<file path="config.mk">
export PLATFORM = sky130hd
export DESIGN_NAME = calculadora_sequenciador_flat
export DESIGN_NICKNAME = d
export VERILOG_FILES = /design/src/rtl/calculadora_sequenciador_if.sv /design/src/rtl/calculadora_sequenciador.sv /design/src/flat_wrapper.sv
export SDC_FILE = /design/constraint.sdc
export NUM_CORES = 1
export LEC_CHECK = 0
export BUFFER_PORTS_ARGS = -buffer_cell sky130_fd_sc_hd__buf_2
export CORE_MARGIN = 8
export CORE_UTILIZATION = 44
export DETAILED_ROUTE_END_ITERATION = 7
export PLACE_DENSITY = 0.72
export REMOVE_ABC_BUFFERS = 1
export SYNTH_ARGS = -nofsm -noshare
export SYNTH_HDL_FRONTEND = slang
export SYNTH_SLANG_ARGS = --single-unit
export TNS_END_PERCENT = 20
</file>
<file path="constraint.sdc">
create_clock -name clk -period 1.5 [get_ports clk]
set_input_delay 0.15 -clock clk [delete_from_list [all_inputs] [get_ports clk]]
set_output_delay 0.15 -clock clk [all_outputs]
set_load 0.01 [all_outputs]
</file>
<file path="src/rtl/calculadora_sequenciador_if.sv">
// Byte-stream and result handshake bundle for calculadora_sequenciador.
//   in_valid/in_ready/in_dado   : command byte stream (host -> sequencer)
//   res_valid/res_ready/res_dado/res_erro : result stream (sequencer -> consumer)
// Modports: master = host/consumer side, slave = sequencer side.
interface calculadora_sequenciador_if;
  logic       in_valid;
  logic       in_ready;
  logic [7:0] in_dado;
  logic       res_valid;
  logic       res_ready;
  logic [7:0] res_dado;
  logic       res_erro;

  modport master (
    output in_valid, in_dado, res_ready,
    input  in_ready, res_valid, res_dado, res_erro
  );

  modport slave (
    input  in_valid, in_dado, res_ready,
    output in_ready, res_valid, res_dado, res_erro
  );
endinterface

</file>
<file path="src/rtl/calculadora_sequenciador.sv">
// Sequential front-end for the 8-bit combinational calculator.
// Collects a code byte, operand A and operand B from a valid/ready byte stream,
// drives them registered into the calculator, captures calc_saida and returns it
// on a valid/ready result port.
// Ports:
//   clk, rst_n    : clock (rising edge), asynchronous active-low reset
//   bus (slave)   : in_valid/in_ready/in_dado, res_valid/res_ready/res_dado/res_erro
//   calc_codigo, calc_a, calc_b : registered calculator inputs
//   calc_saida    : calculator combinational result
//   contador_ops  : completed operations, wraps modulo 256
//   erro_timeout  : one-cycle pulse when a stalled frame is aborted
// Optional feature macro: CALC_SEQ_TIMEOUT_EN (mid-frame idle abort after
// TIMEOUT_CICLOS cycles). Undefined: waits forever, erro_timeout tied to 0.
module calculadora_sequenciador #(
  parameter int unsigned TIMEOUT_CICLOS = 255
) (
  input  logic                         clk,
  input  logic                         rst_n,
  calculadora_sequenciador_if.slave    bus,
  output logic [2:0]                   calc_codigo,
  output logic [7:0]                   calc_a,
  output logic [7:0]                   calc_b,
  input  logic [7:0]                   calc_saida,
  output logic [7:0]                   contador_ops,
  output logic                         erro_timeout
);

  localparam logic [2:0] ESPERA_COD = 3'd0;
  localparam logic [2:0] ESPERA_A   = 3'd1;
  localparam logic [2:0] ESPERA_B   = 3'd2;
  localparam logic [2:0] EXECUTA    = 3'd3;
  localparam logic [2:0] RESPOSTA   = 3'd4;

  if (TIMEOUT_CICLOS < 1 || TIMEOUT_CICLOS > 65535) begin : g_param_check
    $error("TIMEOUT_CICLOS out of range 1..65535");
  end

  logic [2:0] estado_q, estado_d;
  logic       cod_invalido_q;
  logic       res_valid_q;
  logic [7:0] res_dado_q;
  logic       res_erro_q;
  logic       in_fire;
  logic       res_fire;
  logic       timeout_hit;

  assign bus.in_ready  = (estado_q == ESPERA_COD) || (estado_q == ESPERA_A) ||
                         (estado_q == ESPERA_B);
  assign bus.res_valid = res_valid_q;
  assign bus.res_dado  = res_dado_q;
  assign bus.res_erro  = res_erro_q;

  assign in_fire  = bus.in_valid && bus.in_ready;
  assign res_fire = res_valid_q && bus.res_ready && (estado_q == RESPOSTA);

`ifdef CALC_SEQ_TIMEOUT_EN
  localparam logic [15:0] TimeoutLimite = 16'(TIMEOUT_CICLOS - 1);

  logic [15:0] ocioso_q;
  logic        erro_timeout_q;
  logic        meio_quadro;

  assign meio_quadro = (estado_q == ESPERA_A) || (estado_q == ESPERA_B);
  // An accepted byte in the limit cycle wins over the abort.
  assign timeout_hit = meio_quadro && !in_fire && (ocioso_q == TimeoutLimite);

  always_ff @(posedge clk or negedge rst_n) begin
    if (!rst_n) begin
      ocioso_q       <= 16'd0;
      erro_timeout_q <= 1'b0;
    end else begin
      erro_timeout_q <= timeout_hit;
      // Held at zero outside ESPERA_A/ESPERA_B, so entering ESPERA_COD clears it.
      if (in_fire || !meio_quadro || timeout_hit) begin
        ocioso_q <= 16'd0;
      end else begin
        ocioso_q <= ocioso_q + 16'd1;
      end
    end
  end

  assign erro_timeout = erro_timeout_q;
`else
  assign timeout_hit  = 1'b0;
  assign erro_timeout = 1'b0;
`endif

  always_comb begin
    estado_d = estado_q;
    case (estado_q)
      ESPERA_COD: if (in_fire) estado_d = ESPERA_A;
      ESPERA_A: begin
        if (in_fire)          estado_d = ESPERA_B;
        else if (timeout_hit) estado_d = ESPERA_COD;
      end
      ESPERA_B: begin
        if (in_fire)          estado_d = EXECUTA;
        else if (timeout_hit) estado_d = ESPERA_COD;
      end
      EXECUTA:  estado_d = RESPOSTA;
      RESPOSTA: if (res_fire) estado_d = ESPERA_COD;
      default:  estado_d = ESPERA_COD;
    endcase
  end

  always_ff @(posedge clk or negedge rst_n) begin
    if (!rst_n) begin
      estado_q       <= ESPERA_COD;
      calc_codigo    <= 3'd0;
      calc_a         <= 8'd0;
      calc_b         <= 8'd0;
      cod_invalido_q <= 1'b0;
      res_valid_q    <= 1'b0;
      res_dado_q     <= 8'd0;
      res_erro_q     <= 1'b0;
      contador_ops   <= 8'd0;
    end else begin
      estado_q <= estado_d;
      if (in_fire && estado_q == ESPERA_COD) begin
        calc_codigo    <= bus.in_dado[2:0];
        cod_invalido_q <= (bus.in_dado > 8'd4);
      end
      if (in_fire && estado_q == ESPERA_A) calc_a <= bus.in_dado;
      if (in_fire && estado_q == ESPERA_B) calc_b <= bus.in_dado;
      if (timeout_hit) calc_codigo <= 3'd0;
      if (estado_q == EXECUTA) begin
        res_dado_q  <= calc_saida;
        res_erro_q  <= cod_invalido_q;
        res_valid_q <= 1'b1;
      end
      if (res_fire) begin
        res_valid_q  <= 1'b0;
        contador_ops <= contador_ops + 8'd1;
      end
    end
  end

endmodule

</file>
<file path="src/flat_wrapper.sv">
// flat-port wrapper written by rule: the top's interface ports become plain ports
module calculadora_sequenciador_flat 
#(
  parameter int unsigned TIMEOUT_CICLOS = 255
)
  (clk, rst_n, calc_codigo, calc_a, calc_b, calc_saida, contador_ops, erro_timeout, bus_in_valid, bus_in_dado, bus_res_ready, bus_in_ready, bus_res_valid, bus_res_dado, bus_res_erro);
  calculadora_sequenciador_if bus_i ();
  input  logic clk;
  input  logic rst_n;
  output logic [2:0] calc_codigo;
  output logic [7:0] calc_a;
  output logic [7:0] calc_b;
  input  logic [7:0] calc_saida;
  output logic [7:0] contador_ops;
  output logic erro_timeout;
  input wire logic [$bits(bus_i.in_valid)-1:0] bus_in_valid;
  input wire logic [$bits(bus_i.in_dado)-1:0] bus_in_dado;
  input wire logic [$bits(bus_i.res_ready)-1:0] bus_res_ready;
  output wire logic [$bits(bus_i.in_ready)-1:0] bus_in_ready;
  output wire logic [$bits(bus_i.res_valid)-1:0] bus_res_valid;
  output wire logic [$bits(bus_i.res_dado)-1:0] bus_res_dado;
  output wire logic [$bits(bus_i.res_erro)-1:0] bus_res_erro;
  assign bus_i.in_valid = bus_in_valid;
  assign bus_i.in_dado = bus_in_dado;
  assign bus_i.res_ready = bus_res_ready;
  assign bus_in_ready = bus_i.in_ready;
  assign bus_res_valid = bus_i.res_valid;
  assign bus_res_dado = bus_i.res_dado;
  assign bus_res_erro = bus_i.res_erro;
  calculadora_sequenciador #(.TIMEOUT_CICLOS(TIMEOUT_CICLOS)) u_core (.clk(clk), .rst_n(rst_n), .bus(bus_i), .calc_codigo(calc_codigo), .calc_a(calc_a), .calc_b(calc_b), .calc_saida(calc_saida), .contador_ops(contador_ops), .erro_timeout(erro_timeout));
endmodule
</file>
* Word level (Yosys, flattened, before mapping)
Index checks and enable logic that the tools add are counted.
** Storage, ports and cells
- Input port bits :: 20
- Register bits :: 41
- Logic and storage cells :: 37
- Output and inout port bits :: 39
** Operators by class
- Reduce and logical (&&, ||, !) cells :: 11
- Magnitude comparators :: 1
- Add/subtract/negate cells :: 1
- Muxes and demuxes :: 7
- Eq/ne operators :: 8
** Operators by type and width (count)
- case mux 3 bit (5 select lines) :: 1
- 2-to-1 mux 3 bit :: 4
- adder 8 x 1 -> 8 bit, second input constant :: 1
- > comparator 8 x 3 -> 1 bit, second input constant :: 1
- inequality test 2 x 1 -> 1 bit, second input constant :: 4
- equality test 3 x 2 -> 1 bit, second input constant :: 2
- logical AND 1 bit :: 6
- AND reduction 4 bit :: 1
- equality test 3 x 1 -> 1 bit, second input constant :: 1
- equality test 3 bit, second input constant :: 1
- logical NOT 3 bit :: 1
- logical OR 1 bit :: 2
- 2-to-1 mux 1 bit :: 2
- nonzero test 2 bit :: 1

* Logic depth before layout (Yosys ltp)
- Word-level depth :: 6
- Depth in mapped cells :: 5

* Least setup slack after synthesis
Ideal clock, no wire load.
- Path type :: reg2reg
- From :: register u_core.estado_q[1]
- To :: register u_core.contador_ops[1]
- Period minus slack after synthesis :: 1.627 ns
- Path slack :: -0.127 ns
- Arrival :: 1.502 ns
- Stages on the path, launching flop included :: 6
- Library setup time :: 0.125 ns
- Required time :: 1.375 ns
- Cells stage by stage :: dfrtp_1 -> buf_6 -> or3b_1 -> buf_6 -> nor2_1 -> mux2_2
** Between the ends
- Cells in the longest elaborated chain, start to end :: 2
** RTL lines
- from (decl) :: line calculadora_sequenciador.sv:38 : logic [2:0] estado_q, estado_d;
- from (signal assigned) :: line calculadora_sequenciador.sv:118 : estado_q <= estado_d;
- equality test 3 bit :: line calculadora_sequenciador.sv:54 : assign res_fire = res_valid_q && bus.res_ready && (estado_q == RESPOSTA);
- logical AND 1 bit :: line calculadora_sequenciador.sv:54
- to (signal assigned) :: line calculadora_sequenciador.sv:133 : contador_ops <= contador_ops + 8'd1;
- to (decl) :: line calculadora_sequenciador.sv:24 : output logic [7:0] contador_ops,
Every way passes these cells.
A chain may end at the register's enable or synchronous reset.

* Worst setup path after layout
- From :: register u_core.estado_q[0]
- To :: register u_core.contador_ops[1]
Same word-level chain as after synthesis.

==> flow_metrics.py <==
metrics = {
    "synth": {
        "syn-mean-instance-area_sq_um": 14.4,
        "synth_cell_type_count": 26,
        "yosysSeqAreaShare": 0.599,
        "synthesis.area_sq_um": 1710,
        "syn-instance-count": 119,
        "ys_ff_latch": 41,
        "synth.yosys.warnings": 0,
    },
    "route": {
        "drt_iter0_markers": 47,
        "num_vias": 1184,
        "drcViolationCount": 0,
        "via_per_inst": 4.95,
        "postRouteAntennaNets": 0,
        "first_pass_iters": 4,
        "drt-total-wl_mm": 3.67,
        "wire_per_inst_um": 15.3,
    },
    "pwr": {
        "seq_power_share": 0.429,
        "swShare": 0.338,
        "intPower_mw": 2.83,
        "combPwrFrac": 0.413,
        "pwr-share-clk": 0.158,
        "vdd_ir_drop_max_mv": 1.01,
        "p_sw_mw": 1.44,
        "total_power_mw": 4.27,
        "power_leakage_nw": 1.10,
        "p_per_area_nw_per_um2": 1920,
    },
    "layout": {
        "final_cell_mix": "buf_2 (57), dfrtp_1 (41), mux2_2 (30), buf_4 (8), xor2_1 (7)",
        "layout.nets": 211,
        "final_core_utilization": 0.602,
        "areaGrowthSynthToFinish_pct": 29.8,
        "fin_area_sq_um": 2220,
        "fillers": 321,
        "drive_above_1_share": 0.597,
        "n_antenna_cell": 0,
        "final_common_cell": "buf_2",
    },
    "worst_hold_path": {
        "hold_path_class": "in2reg",
        "hold_end": "u_core.bus.res_dado[1]",
        "hp-start": "calc_saida[1]",
        "min_path_cells": 2,
    },
    "global_route": {
        "grtUsageTotal": 0.126,
        "antenna_found_initial": 0,
        "grt_start_max_net_pins": 24,
        "grt.overflow.total": 0,
        "grt_pass1_wl_mm": 6.18,
        "grt_pass1_vias": 1302,
    },
    "clock_tree": {
        "cts_tree": "yes",
        "clockBufferDepth": 2,
        "cts_made_buffers": 5,
        "cts.sinks": 41,
        "cts_setup_buffers": 0,
        "clk_latency_ns": 0.29,
        "root_buffer": "clkbuf_8",
        "htree_levels": 2,
        "clk_pin_slew_ns": 0.08,
    },
    "timing": {
        "hold_viol": 0,
        "fin_ws_ns": 0.0583,
        "fin_worst_skew_ns": 0.00800,
        "report.final.slew_viol_count": 0,
        "setup_violations": 0,
        "fin_setup_tns_ns": 0,
        "fmax_ghz": 0.694,
        "period_share": 0.961,
        "layout_min_cycle_time_ns": 1.44,
    },
    "critical_path": {
        "cp-start-kind": "register",
        "critical_path_arrival_ns": 1.62,
        "path_buf_inv": 0,
        "cp_max_fo": 5,
        "crit_path_top_delay_cell": "or3b_4",
        "max_stage_delay_ns": 0.42,
        "r2r-end": "u_core.contador_ops[1]",
        "r2r_slack_ns": 0.06,
        "crit-reg2reg-launch": "u_core.estado_q[0]",
        "worstSetupPathType": "reg2reg",
        "end_kind": "register",
        "crit_family": "simple AND/OR/NAND/NOR gates",
        "ff2ff_path_depth": 3,
        "crit_required_ns": 1.68,
        "crit_chain": "or3b_4 -> nor2_1 -> mux2_2",
    },
    "floorplanning": {
        "core-area_sq_um": 3690,
        "ioPinCount": 59,
        "die_h_um": 78.4,
        "dieArea_sq_um": 6140,
        "rows": 22,
        "floorplan.initialDensity": 0.464,
        "die_x_um": 78.4,
    },
    "status": {
        "status": "completed",
    },
    "placed_design": {
        "port_buffers": 57,
        "dp_hpwl_mm": 2.83,
        "dpl_cell_area_sq_um": 2110,
        "dp_slack_ns": -0.0147,
        "gp_congestion": 0.836,
    },
    "flow_run": {
        "drv_cap": 0,
    },
}
-- registers in the layout (all words and copies together), names as in the netlist --
name and count:
u_core.bus.res_dado 8, u_core.calc_a 8, u_core.calc_b 8, u_core.contador_ops 8, u_core.calc_codigo 3, u_core.estado_q 3, u_core.bus.res_erro 1, u_core.bus.res_valid 1
u_core.cod_invalido_q 1
-- per-stage QoR --
step	cells	hold slack [ns]
2_1_floorplan	114	-0.146
3_3_place_gp	230	0.111
5_1_grt	239	0.0829
3_5_place_dp	230	0.116
6_report	239	0.0904
4_1_cts	239	0.0818
-- kinds of logic (layout without fill, tap and decap cells) --
kind of cell	count (synthesis)	count (layout)	synth area share
flops	41	41	0.599
mux	30	30	0.197
simple gates	27	27	0.113
xor+xnor	7	7	0.0358
compound gates	6	6	0.0183
buf+inv	6	78	0.0270
fa+ha+maj	1	1	0.00731
other cells	1	1	0.00219
-- layout make-up --
cell class,count,area [sq um],share of cell area
clock inverters,2,10.0,0.00450
inverters,1,3.75,0.00169
clock buffers,6,72.6,0.0327
well taps,48,60.1,0.0270
repair buffers,69,398,0.179
flip-flops and latches,41,1030,0.462
multi-input cells,72,652,0.293
-- power by group through the flow --
stage	clock network, mW	logic [mW]	registers (mW)
after floorplan	0	0.711	2.09
after global placement	0	1.73	1.82
after detailed placement	0	1.78	1.86
after CTS	0.706	1.80	1.84
after global routing	0.739	1.93	1.91
final	0.675	1.77	1.83
-- worst register-to-register path, delay by kind of cell (launching register included) --
family	cells	cell delay, ns
and+or+nand+nor	2	0.58
DFF	1	0.41
muxes	1	0.35
-- worst max path at each step --
stage | startpoint | to | depth (start not counted)
floorplan | u_core.estado_q[1] | u_core.contador_ops[1] | 3
global placement | u_core.estado_q[0] | u_core.contador_ops[5] | 4
detailed placement | u_core.estado_q[0] | u_core.contador_ops[7] | 4
CTS | u_core.estado_q[0] | u_core.contador_ops[3] | 4
global route | u_core.estado_q[0] | u_core.contador_ops[3] | 4
finish | u_core.estado_q[0] | u_core.contador_ops[1] | 3
-- synth_stat cells --
library cell  instances  area [sq um]
buf_2                 1          5.00
nor3_1                3          15.0
o21ai_0               3          15.0
a21oi_1               2          10.0
dfrtp_1              41          1030
nor3_2                1          10.0
nor4_4                2          42.5
nor3b_2               1          12.5
nand3b_1              1          7.51
xor2_1                7          61.3
buf_4                 2          15.0
buf_6                 2          22.5
nand2b_1              1          6.26
nand2_1               5          18.8
inv_1                 1          3.75
nand3_1               3          15.0
or3b_1                1          8.76
ha_1                  1          12.5
nand4_1               1          6.26
or4_1                 1          7.51
a31oi_1               1          6.26
conb_1                1          3.75
nor4b_2               1          15.0
nor2_1                5          18.8
or3b_2                1          8.76
mux2_2               30           338
-- per-layer routing --
metal	GRT usage	vias to the layer above	share of wire
met5	0	-	0
met4	0.0667	0	0.019
met3	0.0501	6	0.081
met2	0.204	34	0.50
met1	0.140	589	0.40
li1	-	555	-
-- timing repair --
| action | in CTS | in global routing |
|---|---|---|
| gates resized for setup | 3 | 2 |
| endpoints found under the hold margin | 18 | 0 |
| hold buffers | 1 | 0 |
| setup endpoints to repair | 3 | 5 |
| pin swaps | 4 | 3 |
No activity file was read; power rests on OpenSTA's default activity.
